`src/rtl/gpi_pkg.sv`:
```
// rtl/gpi_pkg.sv - shared GPI widths, defaults and counter sizing helper
package gpi_pkg;

  localparam int GPI_WIDTH            = 4;
  localparam int GPI_DEBOUNCE_DEFAULT = 100000;

  typedef logic [GPI_WIDTH-1:0] gpi_vec_t;

  // Counter width is max(1, clog2(cycles)); clog2 of 1 or 2 would give 0 or 1.
  function automatic int cnt_width(input int cycles);
    return (cycles > 2) ? $clog2(cycles) : 1;
  endfunction

endpackage

```
`src/rtl/gpi_debounce_if.sv`:
```
// rtl/gpi_debounce_if.sv - raw pad / debounced level bundle; IRQ signals under GPI_DEBOUNCE_IRQ_EN
interface gpi_debounce_if #(
  parameter int WIDTH = gpi_pkg::GPI_WIDTH
);

  logic [WIDTH-1:0] rawPort;
  logic [WIDTH-1:0] outPort;
  logic [WIDTH-1:0] risePulse;
  logic [WIDTH-1:0] fallPulse;

`ifdef GPI_DEBOUNCE_IRQ_EN
  logic [WIDTH-1:0] irqClr;
  logic [WIDTH-1:0] irqPending;
  logic             irq;

  modport master (output rawPort, output irqClr,
                  input outPort, input risePulse, input fallPulse,
                  input irqPending, input irq);
  modport slave  (input rawPort, input irqClr,
                  output outPort, output risePulse, output fallPulse,
                  output irqPending, output irq);
`else
  modport master (output rawPort,
                  input outPort, input risePulse, input fallPulse);
  modport slave  (input rawPort,
                  output outPort, output risePulse, output fallPulse);
`endif

endinterface

```
`src/rtl/gpi_debounce_ch.sv`:
```
// rtl/gpi_debounce_ch.sv - one channel: 2-flop synchroniser, stability counter, edge pulses
module gpi_debounce_ch
  import gpi_pkg::*;
#(
  parameter int DEBOUNCE_CYCLES = GPI_DEBOUNCE_DEFAULT
) (
  input  logic clk,
  input  logic reset,
  input  logic raw,
  output logic level,
  output logic rise,
  output logic fall
);

  localparam int               CNT_W   = cnt_width(DEBOUNCE_CYCLES);
  localparam logic [CNT_W-1:0] CNT_MAX = CNT_W'(DEBOUNCE_CYCLES - 1);

  logic             sync1;
  logic             sync2;
  logic             stable;
  logic [CNT_W-1:0] cnt;

  always_ff @(posedge clk) begin
    if (reset) begin
      sync1  <= 1'b0;
      sync2  <= 1'b0;
      stable <= 1'b0;
      cnt    <= '0;
      rise   <= 1'b0;
      fall   <= 1'b0;
    end else begin
      sync1 <= raw;
      sync2 <= sync1;
      rise  <= 1'b0;
      fall  <= 1'b0;
      // Any return to the accepted level restarts the qualification window.
      if (sync2 == stable) begin
        cnt <= '0;
      end else if (cnt == CNT_MAX) begin
        stable <= sync2;
        cnt    <= '0;
        rise   <= sync2;
        fall   <= ~sync2;
      end else begin
        cnt <= cnt + 1'b1;
      end
    end
  end

  assign level = stable;

endmodule

```
`src/rtl/gpi_debounce.sv`:
```
// rtl/gpi_debounce.sv - per-bit debounce ahead of GPI inPort; optional IRQ via GPI_DEBOUNCE_IRQ_EN
module gpi_debounce
  import gpi_pkg::*;
#(
  parameter int WIDTH           = GPI_WIDTH,
  parameter int DEBOUNCE_CYCLES = GPI_DEBOUNCE_DEFAULT
) (
  input  logic           clk,
  input  logic           reset,
  gpi_debounce_if.slave  bus
);

  logic [WIDTH-1:0] level_vec;
  logic [WIDTH-1:0] rise_vec;
  logic [WIDTH-1:0] fall_vec;

  for (genvar i = 0; i < WIDTH; i++) begin : g_ch
    gpi_debounce_ch #(
      .DEBOUNCE_CYCLES(DEBOUNCE_CYCLES)
    ) u_ch (
      .clk  (clk),
      .reset(reset),
      .raw  (bus.rawPort[i]),
      .level(level_vec[i]),
      .rise (rise_vec[i]),
      .fall (fall_vec[i])
    );
  end

  assign bus.outPort   = level_vec;
  assign bus.risePulse = rise_vec;
  assign bus.fallPulse = fall_vec;

`ifdef GPI_DEBOUNCE_IRQ_EN
  logic [WIDTH-1:0] pending_q;

  // Set is ORed in after the clear so a coincident rise keeps the flag.
  always_ff @(posedge clk) begin
    if (reset) begin
      pending_q <= '0;
    end else begin
      pending_q <= (pending_q & ~bus.irqClr) | rise_vec;
    end
  end

  assign bus.irqPending = pending_q;
  assign bus.irq        = |pending_q;
`endif

endmodule

```
`src/flat_wrapper.sv`:
```
// flat-port wrapper written by rule: the top's interface ports become plain ports
module gpi_debounce_flat import gpi_pkg::*;
#(
  parameter int WIDTH           = GPI_WIDTH,
  parameter int DEBOUNCE_CYCLES = GPI_DEBOUNCE_DEFAULT
)
  (clk, reset, bus_rawPort, bus_outPort, bus_risePulse, bus_fallPulse);
  gpi_debounce_if #(.WIDTH(WIDTH)) bus_i ();
  input  logic clk;
  input  logic reset;
  input wire logic [$bits(bus_i.rawPort)-1:0] bus_rawPort;
  output wire logic [$bits(bus_i.outPort)-1:0] bus_outPort;
  output wire logic [$bits(bus_i.risePulse)-1:0] bus_risePulse;
  output wire logic [$bits(bus_i.fallPulse)-1:0] bus_fallPulse;
  assign bus_i.rawPort = bus_rawPort;
  assign bus_outPort = bus_i.outPort;
  assign bus_risePulse = bus_i.risePulse;
  assign bus_fallPulse = bus_i.fallPulse;
  gpi_debounce #(.WIDTH(WIDTH), .DEBOUNCE_CYCLES(DEBOUNCE_CYCLES)) u_core (.clk(clk), .reset(reset), .bus(bus_i));
endmodule
```
`config.mk`:
```
export PLATFORM = sky130hd
export DESIGN_NAME = gpi_debounce_flat
export DESIGN_NICKNAME = d
export VERILOG_FILES = /design/src/rtl/gpi_pkg.sv /design/src/rtl/gpi_debounce_if.sv /design/src/rtl/gpi_debounce_ch.sv /design/src/rtl/gpi_debounce.sv /design/src/flat_wrapper.sv
export SDC_FILE = /design/constraint.sdc
export NUM_CORES = 1
export LEC_CHECK = 0
export CAP_MARGIN = 20
export CORE_ASPECT_RATIO = 1.4
export CORE_MARGIN = 2
export CORE_UTILIZATION = 59
export CTS_CLUSTER_DIAMETER = 100
export DETAILED_ROUTE_END_ITERATION = 16
export GPL_TIMING_DRIVEN = 0
export PLACE_DENSITY_LB_ADDON = 0.1
export SLEW_MARGIN = 20
export SYNTH_ARGS = -nofsm -noshare
export SYNTH_HDL_FRONTEND = slang
export SYNTH_SLANG_ARGS = --single-unit
```
`constraint.sdc`:
```
create_clock -name clk -period 2.2 [get_ports clk]
set_input_delay 0.44 -clock clk [delete_from_list [all_inputs] [get_ports clk]]
set_output_delay 0.44 -clock clk [all_outputs]
set_load 0.01 [all_outputs]
```
==> results of run 1 <==
## state kept, by name, summed over array words and instances (netlist names)
name and cells:
u_core.g_ch.u_ch.cnt 68, u_core.g_ch.u_ch.fall 4, u_core.g_ch.u_ch.level 4, u_core.g_ch.u_ch.rise 4
u_core.g_ch.u_ch.sync1 4, u_core.g_ch.u_ch.sync2 4
## final cells by class
type,count,share of cell area (%)
multi-input combinational,303,43.43
sequential,88,40.85
timing repair buffer,17,3.945
buffer,23,3.249
clock buffer,9,2.872
clock inverter,7,2.785
tap,72,2.089
inverter,9,0.7833
## per-stage QoR
| stage | area, sq um | total power, mW | instances | util (%) |
|---|---|---|---|---|
| final | 4313 | 2.977 | 528 | 69.44 |
| after global routing | 4313 | 3.077 | 528 | 69.44 |
| after CTS | 4313 | 2.999 | 528 | 69.44 |
| after detailed placement | 4069 | 1.686 | 512 | 65.51 |
| after global placement | 4069 | 1.685 | 512 | 65.51 |
| after floorplan | 3809 | 1.668 | 423 | - |
## layout by cell type (no fill, tap or decap), types with 8 or more instances in the layout
cell             instances
and3_1                   8
buf_4                   13
clkbuf_8                 9
clkdlybuf4s50_1         17
dfxtp_1                 88
inv_1                    9
nand2_1                 16
nand2b_1                10
nand3_1                 23
nand4_1                 27
nor2_1                  72
nor2b_1                  9
nor3_1                  19
nor4_1                  19
xnor2_1                 38
xor2_1                  21
## worst max-delay path by stage
stage,from,to,slack (ps),cells after the start
floorplan,u_core.g_ch[1].u_ch.cnt[0],u_core.g_ch[1].u_ch.cnt[10],520,6
global placement,reset,u_core.g_ch[0].u_ch.rise,100,4
detailed placement,reset,u_core.g_ch[0].u_ch.rise,100,4
CTS,u_core.g_ch[1].u_ch.cnt[0],u_core.g_ch[1].u_ch.cnt[2],210,6
global route,u_core.g_ch[1].u_ch.cnt[0],u_core.g_ch[1].u_ch.cnt[2],20,6
finish,u_core.g_ch[1].u_ch.cnt[0],u_core.g_ch[1].u_ch.cnt[2],240,6
## metal layers
metal / routed length (microns) / share of wire, % / GRT usage [%]
met1: 3011 / 45 / 24.32
met2: 3264 / 49 / 33.55
met3: 201 / 3.0 / 3.374
met4: 174 / 2.6 / 11.61
met5: 0 / 0 / 0
## logic make-up after synthesis
kind of cell | count (synthesis) | synth area share [%]
adders and majority gates | 4 | 1.314
DFF | 88 | 46.25
and+or+nand+nor | 224 | 31.41
muxes | 3 | 0.7885
buffers and inverters | 32 | 4.566
xor gates and xnor gates | 59 | 13.57
AOI/OAI and AO/OA | 13 | 2.102
## worst max-delay path, delay by kind of cell (launching register included)
kind | cells | cell delay, ps
buffers and inverters | 1 | 300
AO/OA/AOI/OAI | 1 | 420
AND/OR/NAND/NOR | 3 | 480
adder cells (fa/ha/maj) | 1 | 260
flip-flops | 1 | 400
## power by group
part           leakage (nW)  switching (mW)  internal [mW]  total [mW]
combinational         0.538          0.0221         0.0200      0.0421
sequential            0.710         0.00608           1.60        1.61
clock                 0.119           0.573          0.756        1.33
total                  1.37           0.601           2.38        2.98
==> qor.yml, run 1 <==
logic_synthesis:
  yosysTopAreaCell: "dfxtp_1"
  synth.most_common_cell: "dfxtp_1"
  synth-edff-count: 0
  synth_area_per_cell_sq_um: 9.004
  synth_cell_types: 36
  ys_ff_latch: 88
  synth_nets: 433
  synth_ff_type: "dfxtp_1"
  async_reset_ff_share_pct: 0
  synthCells: 423
  synth_top_area_share_pct: 46.25
  yosysWarningCount: 0
  synthTopCellsByArea: "dfxtp_1 46%, xnor2_1 8.7%, nor2_1 7.1%, xor2_1 4.8%, nand4_1 4.4%"
  syn_area_sq_um: 3809
  synthTopCellsByCount: "88 x dfxtp_1, 72 x nor2_1, 38 x xnor2_1"
  seq_area_frac_synth_pct: 46.25
clocking:
  numCtsBuffers: 9
  cts.sinks: 88
  cts_resized: 0
  cts-root-buf: "clkbuf_8"
  postCtsSetupBuffers: 0
  tritoncts: "built"
  hold_buffers: 0
  htree_levels: 3
  cts.reportedPaths.clkPinSlew_ps: 90
  clk_latency_ps: 360
  cts_max_path_buffers: 2
sta:
  worstMarginPinSlew_ps: 537.3
  fmax_ghz: 0.5092
  skew_ps: 10.20
  whs_ps: 430.7
  fin_crit_ps: 1964
  maxSlewViolCount: 0
  setup_slack_ps: 236.3
  maxSlewHeadroom_pct: 63.69
  hold_viol_final: 0
  setup_tns_ps: 0
  rsz0062_at_grt: "false"
  setup_violations: 0
  timing.final.crit_share_pct: 89.26
route:
  routed_wl_mm: 6.652
  drcViolationCount: 0
  drt_pass1_iterations: 4
  avgRoutedWirePerCell_microns: 12.60
  first_iter_violations: 132
  vias: 2896
  vias_per_cell: 5.485
  ant_nets: 0
worst_setup_path:
  required_ps: 2440
  cpPeakStageDelay_ps: 420
  slowest_stage: "o21ai_1"
  reg2reg_depth: 6
  crit-reg2reg-launch: "u_core.g_ch[1].u_ch.cnt[0]"
  regToRegSetupSlack_ps: 240
  end_kind: "flop"
  rr_endpoint: "u_core.g_ch[1].u_ch.cnt[2]"
  critPathKind: "reg -> reg"
  cp_cell_sequence: "ha_1, and4_1, nand4_1, o21ai_1, buf_2, nor2_1"
  cp_max_fo: 10
  worstSetupStartpointType: "flop"
  critical_path_arrival_ps: 2210
worst_hold_path:
  min_path_cells: 1
  hp-class: "reg -> reg"
  hold_end: "u_core.g_ch[3].u_ch.sync2"
  hold_start: "u_core.g_ch[3].u_ch.sync1"
floorplan:
  start_util_pct: 61.32
  die_w_microns: 71.91
  io_pins: 18
  core_sq_um: 6211
  die_h_microns: 99.07
  row_count: 34
  dieArea_sq_um: 7123
global_routing:
  grt_use_total_pct: 20.20
  grt_pass1_vias: 2660
  antenna_found_initial: 0
  grt_pass1_wl_mm: 11.43
  grt_max_degree: 16
  grt-ovfl-total: 0
power:
  power_density_nw_per_um2: 690.2
  ir_worst_vdd_uv: 725.3
  leakage_nw: 1.368
layout:
  multiInputGateArea_sq_um: 1873
  layout.nets: 461
  drive_above_1_share_pct: 8.333
  seq_area_sq_um: 1762
  n_fill_cell: 502
  diodes: 0
  area_growth_pct: 13.24
outcome:
  outcome: "finished clean"
placement:
  place_ws_ps: 98.59
  gp_congestion: 0.9136
  portBuffers: 17
  place_hpwl_mm: 4.674
flow_run:
  cap_violations: 0
Note: power is estimated with default switching activity, not from simulation.
==> inputs of run 2 (changes only) <==
PLACE_DENSITY = 0.76   (was default)
PLACE_DENSITY_LB_ADDON = default   (was 0.1)
==> run 2 against run 1 <==
Net effect:
- core utilization fell by 0.32 points
- maximum frequency rose by 2.0%
- wire length rose by 3.2%
- total power fell by 3.3%
- clock skew rose by 4.6 ps
- critical path type unchanged
- register-to-register slack improved by 40 ps
- worst setup slack improved by 39 ps
==> qor.yml, run 2 (synthesized netlist as in run 1, its figures left out) <==
clocking:
  cts-root-buf: "clkbuf_8"
  htree_levels: 3
  cts.sinks: 88
  cts_max_path_buffers: 2
  clk_latency_ps: 360
  postCtsSetupBuffers: 0
  tritoncts: "built"
  numCtsBuffers: 9
  cts.reportedPaths.clkPinSlew_ps: 80
route:
  drt_pass1_iterations: 4
  vias: 2955
  routed_wl_mm: 6.868
  first_iter_violations: 187
  avgRoutedWirePerCell_microns: 13.01
  vias_per_cell: 5.597
  drcViolationCount: 0
  ant_nets: 0
global_routing:
  grt_pass1_wl_mm: 11.96
  grt-ovfl-total: 0
  grt_max_degree: 15
  grt_use_total_pct: 21.08
  use_met3_pct: 6.033
  use_met2_pct: 34.05
  grt_busiest_layer: "met2"
  grt_pass1_vias: 2739
  use_met1_pct: 26.47
  antenna_found_initial: 0
sta:
  skew_ps: 14.82
  rsz0062_at_grt: "false"
  maxSlewViolCount: 0
  hold_viol_final: 0
  timing.final.crit_share_pct: 87.48
  worstMarginPinSlew_ps: 529.6
  fin_crit_ps: 1925
  setup_tns_ps: 0
  maxSlewHeadroom_pct: 64.21
  fmax_ghz: 0.5196
  setup_violations: 0
layout:
  drive_above_1_share_pct: 8.553
  top_register: "u_core.g_ch.u_ch.cnt"
  largest_reg_flops: 68
  multiInputGateArea_sq_um: 1877
  layout.nets: 461
  final_common_cell: "dfxtp_1"
  seq_area_sq_um: 1762
  final_cells: 528
  diodes: 0
  most-common-layout-cells: "88 x dfxtp_1, 72 x nor2_1, 38 x xnor2_1"
  n_fill_cell: 523
  area_growth_pct: 12.71
floorplan:
  start_util_pct: 61.32
  dieArea_sq_um: 7123
  core_sq_um: 6211
  row_count: 34
  io_pins: 18
  die_w_microns: 71.91
  die_h_microns: 99.07
worst_setup_path:
  end_kind: "flop"
  slowest_stage: "dfxtp_1"
  required_ps: 2460
  critical_path_arrival_ps: 2180
  cpPeakStageDelay_ps: 400
  cp_cell_sequence: "ha_1, and4_1, clkbuf_1, nand2_1, o21bai_2, buf_4, nor2_1"
  critPathKind: "reg -> reg"
  cp_max_fo: 10
  worstSetupStartpointType: "flop"
power:
  power_density_nw_per_um2: 670.4
  ir_worst_vdd_uv: 564.0
  power_mw: 2.878
  leakage_nw: 1.361
placement:
  dp.cells: 512
  gp_congestion: 0.8909
  place_hpwl_mm: 4.733
  portBuffers: 17
outcome:
  outcome: "finished clean"
worst_hold_path:
  hp-class: "reg -> reg"
flow_run:
  cap_violations: 0
run 2: cell count changes in the layout (fill, tap and decap cells not counted), sizes merged:
cell    delta
clkbuf     +1
bufinv     -1
run 2: per-layer routing:
layer	vias up	wire, microns
li1	1510	-
met5	-	0
met2	41	3355
met1	1395	3182
met3	9	226
met4	0	104
run 2: metrics by stage:
stage | utilization (%) | worst slack [ps] | area (sq um) | hold WS, ps
4_1_cts | 69.06 | 190.0 | 4289 | 439.5
6_report | 69.12 | 275.5 | 4293 | 437.8
3_3_place_gp | 65.51 | 177.9 | 4069 | 419.2
5_1_grt | 69.12 | 82.21 | 4293 | 466.0
3_5_place_dp | 65.51 | 112.9 | 4069 | 421.2
2_1_floorplan | - | 521.8 | 3809 | 413.8
run 2: worst paths after layout:
check	start	to	slack, ps	cells past startpoint
worst max-delay path	u_core.g_ch[2].u_ch.cnt[0]	u_core.g_ch[2].u_ch.cnt[14]	280	7
worst min register to register	u_core.g_ch[0].u_ch.sync1	u_core.g_ch[0].u_ch.sync2	440	1
worst min-delay path	u_core.g_ch[0].u_ch.sync1	u_core.g_ch[0].u_ch.sync2	440	1
worst max register to register	u_core.g_ch[2].u_ch.cnt[0]	u_core.g_ch[2].u_ch.cnt[14]	280	7
run 2: layout make-up:
class                   count  share of cell area (%)
multi-input cells         303                   43.72
repair buffers             17                   3.964
clock inverters             6                   1.924
clock buffers              10                   3.206
well taps                  72                   2.099
flip-flops and latches     88                   41.04
inverters                   9                  0.7869
plain buffers              23                   3.264
run 2: power by group:
| part | internal (mW) | switching (mW) | leakage, nW |
|---|---|---|---|
| clock | 0.664 | 0.565 | 0.112 |
| combinational | 0.0200 | 0.0226 | 0.539 |
| sequential | 1.60 | 0.00601 | 0.710 |
| total | 2.28 | 0.593 | 1.36 |
run 2: what timing repair did:
| action | CTS | global route |
|---|---|---|
| endpoints found under the setup margin | 0 | 8 |
| hold buffers | 0 | 0 |
| gates resized for setup | 0 | 1 |
run 2: critical path, delay by kind of cell, from the launching register on:
family          cells  cell delay, ps
compound gates      1             290
fa+ha+maj           1             230
buf+inv             2             490
flops               1             400
simple gates        3             410
==> inputs of run 3 (changes only) <==
RECOVER_POWER = 50   (was default)
==> run 3 against run 2 <==
Net effect:
- core utilization decreased by 0.10 points
- critical endpoint unchanged
- via count about the same
- sequential share of layout area grew 0.060 points
==> qor.yml, run 3 (synthesized netlist as in run 1, its figures left out) <==
outcome:
  outcome: "finished clean"
global_routing:
  use_met3_pct: 6.033
  use_met2_pct: 34.05
  antenna_found_initial: 0
  grt_pass1_wl_mm: 11.96
  grt_busiest_layer: "met2"
  grt-ovfl-total: 0
  grt_max_degree: 15
  grt_use_total_pct: 21.08
  use_met1_pct: 26.47
  grt_pass1_vias: 2739
sta:
  maxSlewHeadroom_pct: 63.80
  setup_tns_ps: 0
  fin_crit_ps: 1951
  hold_viol_final: 0
  maxSlewViolCount: 0
  setup_violations: 0
  skew_ps: 14.90
  timing.final.crit_share_pct: 88.68
  fmax_ghz: 0.5125
  worstMarginPinSlew_ps: 535.7
  rsz0062_at_grt: "false"
clocking:
  htree_levels: 3
  cts.sinks: 88
  clk_latency_ps: 360
  postCtsSetupBuffers: 0
  cts_max_path_buffers: 2
  cts-root-buf: "clkbuf_8"
  cts.reportedPaths.clkPinSlew_ps: 80
  numCtsBuffers: 9
  tritoncts: "built"
  hold_buffers: 0
layout:
  top_register: "u_core.g_ch.u_ch.cnt"
  area_growth_pct: 12.55
  final_common_cell: "dfxtp_1"
  drive_above_1_share_pct: 8.114
  layout.nets: 461
  diodes: 0
  largest_reg_flops: 68
  final_cells: 528
  most-common-layout-cells: "88 x dfxtp_1, 72 x nor2_1, 38 x xnor2_1"
placement:
  portBuffers: 17
  gp_congestion: 0.8909
  dp.cells: 512
  place_hpwl_mm: 4.733
power:
  leakage_nw: 1.388
  power_density_nw_per_um2: 670.2
  ir_worst_vdd_uv: 564.1
  power_mw: 2.873
worst_setup_path:
  end_kind: "flop"
  required_ps: 2450
  cpPeakStageDelay_ps: 400
  critPathKind: "reg -> reg"
  critical_path_arrival_ps: 2200
  worstSetupStartpointType: "flop"
  cp_max_fo: 10
  slowest_stage: "dfxtp_1"
  cp_cell_sequence: "ha_1, and4_1, clkbuf_1, nand2_1, o21bai_2, buf_4, nor2_1"
route:
  drcViolationCount: 0
  drt_pass1_iterations: 4
  vias_per_cell: 5.593
  routed_wl_mm: 6.862
  first_iter_violations: 195
  vias: 2953
  avgRoutedWirePerCell_microns: 13.00
  ant_nets: 0
floorplan:
  dieArea_sq_um: 7123
  core_sq_um: 6211
  io_pins: 18
  die_h_microns: 99.07
  row_count: 34
  die_w_microns: 71.91
  start_util_pct: 61.32
worst_hold_path:
  hp-class: "reg -> reg"
flow_run:
  cap_violations: 0
==> run 3: what timing repair did <==
action | 4_1_cts | 5_1_grt
endpoints found under the setup margin | 0 | 8
endpoints found under the hold margin | 0 | 0
resized for setup | 0 | 1
==> run 3: power by group <==
part	leakage (nW)	switching, mW	internal (mW)
Clock	0.112	0.560	0.665
Sequential	0.710	0.00596	1.60
Combinational	0.565	0.0226	0.0196
Total	1.39	0.588	2.28
==> run 3: worst max-delay path, delay by kind of cell, from the launching register on <==
family                     cells  cell delay [ps]
AOI/OAI and AO/OA              1              300
buffers and inverters          2              500
and+or+nand+nor                3              410
DFF                            1              400
adders and majority gates      1              230
==> run 3: cell type report <==
class | instances | area (sq um)
Clock buffer | 10 | 137.6
Clock inverter | 6 | 82.58
Fill cell | 524 | 1924
Tap cell | 72 | 90.09
Multi-Input combinational cell | 303 | 1872
Sequential cell | 88 | 1762
Buffer | 23 | 138.9
Inverter | 9 | 33.78
Timing Repair Buffer | 17 | 170.2
==> run 3: worst paths after layout <==
path                               from                          end  slack (ps)  cells past startpoint
max          u_core.g_ch[2].u_ch.cnt[0]  u_core.g_ch[2].u_ch.cnt[14]         250                      7
min           u_core.g_ch[0].u_ch.sync1    u_core.g_ch[0].u_ch.sync2         440                      1
max reg2reg  u_core.g_ch[2].u_ch.cnt[0]  u_core.g_ch[2].u_ch.cnt[14]         250                      7
min reg2reg   u_core.g_ch[0].u_ch.sync1    u_core.g_ch[0].u_ch.sync2         440                      1
==> run 3: metal layers <==
metal | vias to the layer above | wire length, microns
met5 | - | 0
met4 | 0 | 60
met3 | 4 | 264
met2 | 58 | 3377
met1 | 1384 | 3160
li1 | 1507 | -
==> run 3: stage by stage <==
step	hold slack, ps	instance area, sq um	worst slack, ps	util (%)
after floorplan	413.8	3809	521.8	-
after global placement	419.2	4069	177.9	65.51
after detailed placement	421.2	4069	112.9	65.51
after CTS	439.5	4289	190.0	69.06
after global routing	466.0	4287	80.62	69.02
final	438.0	4287	249.0	69.02
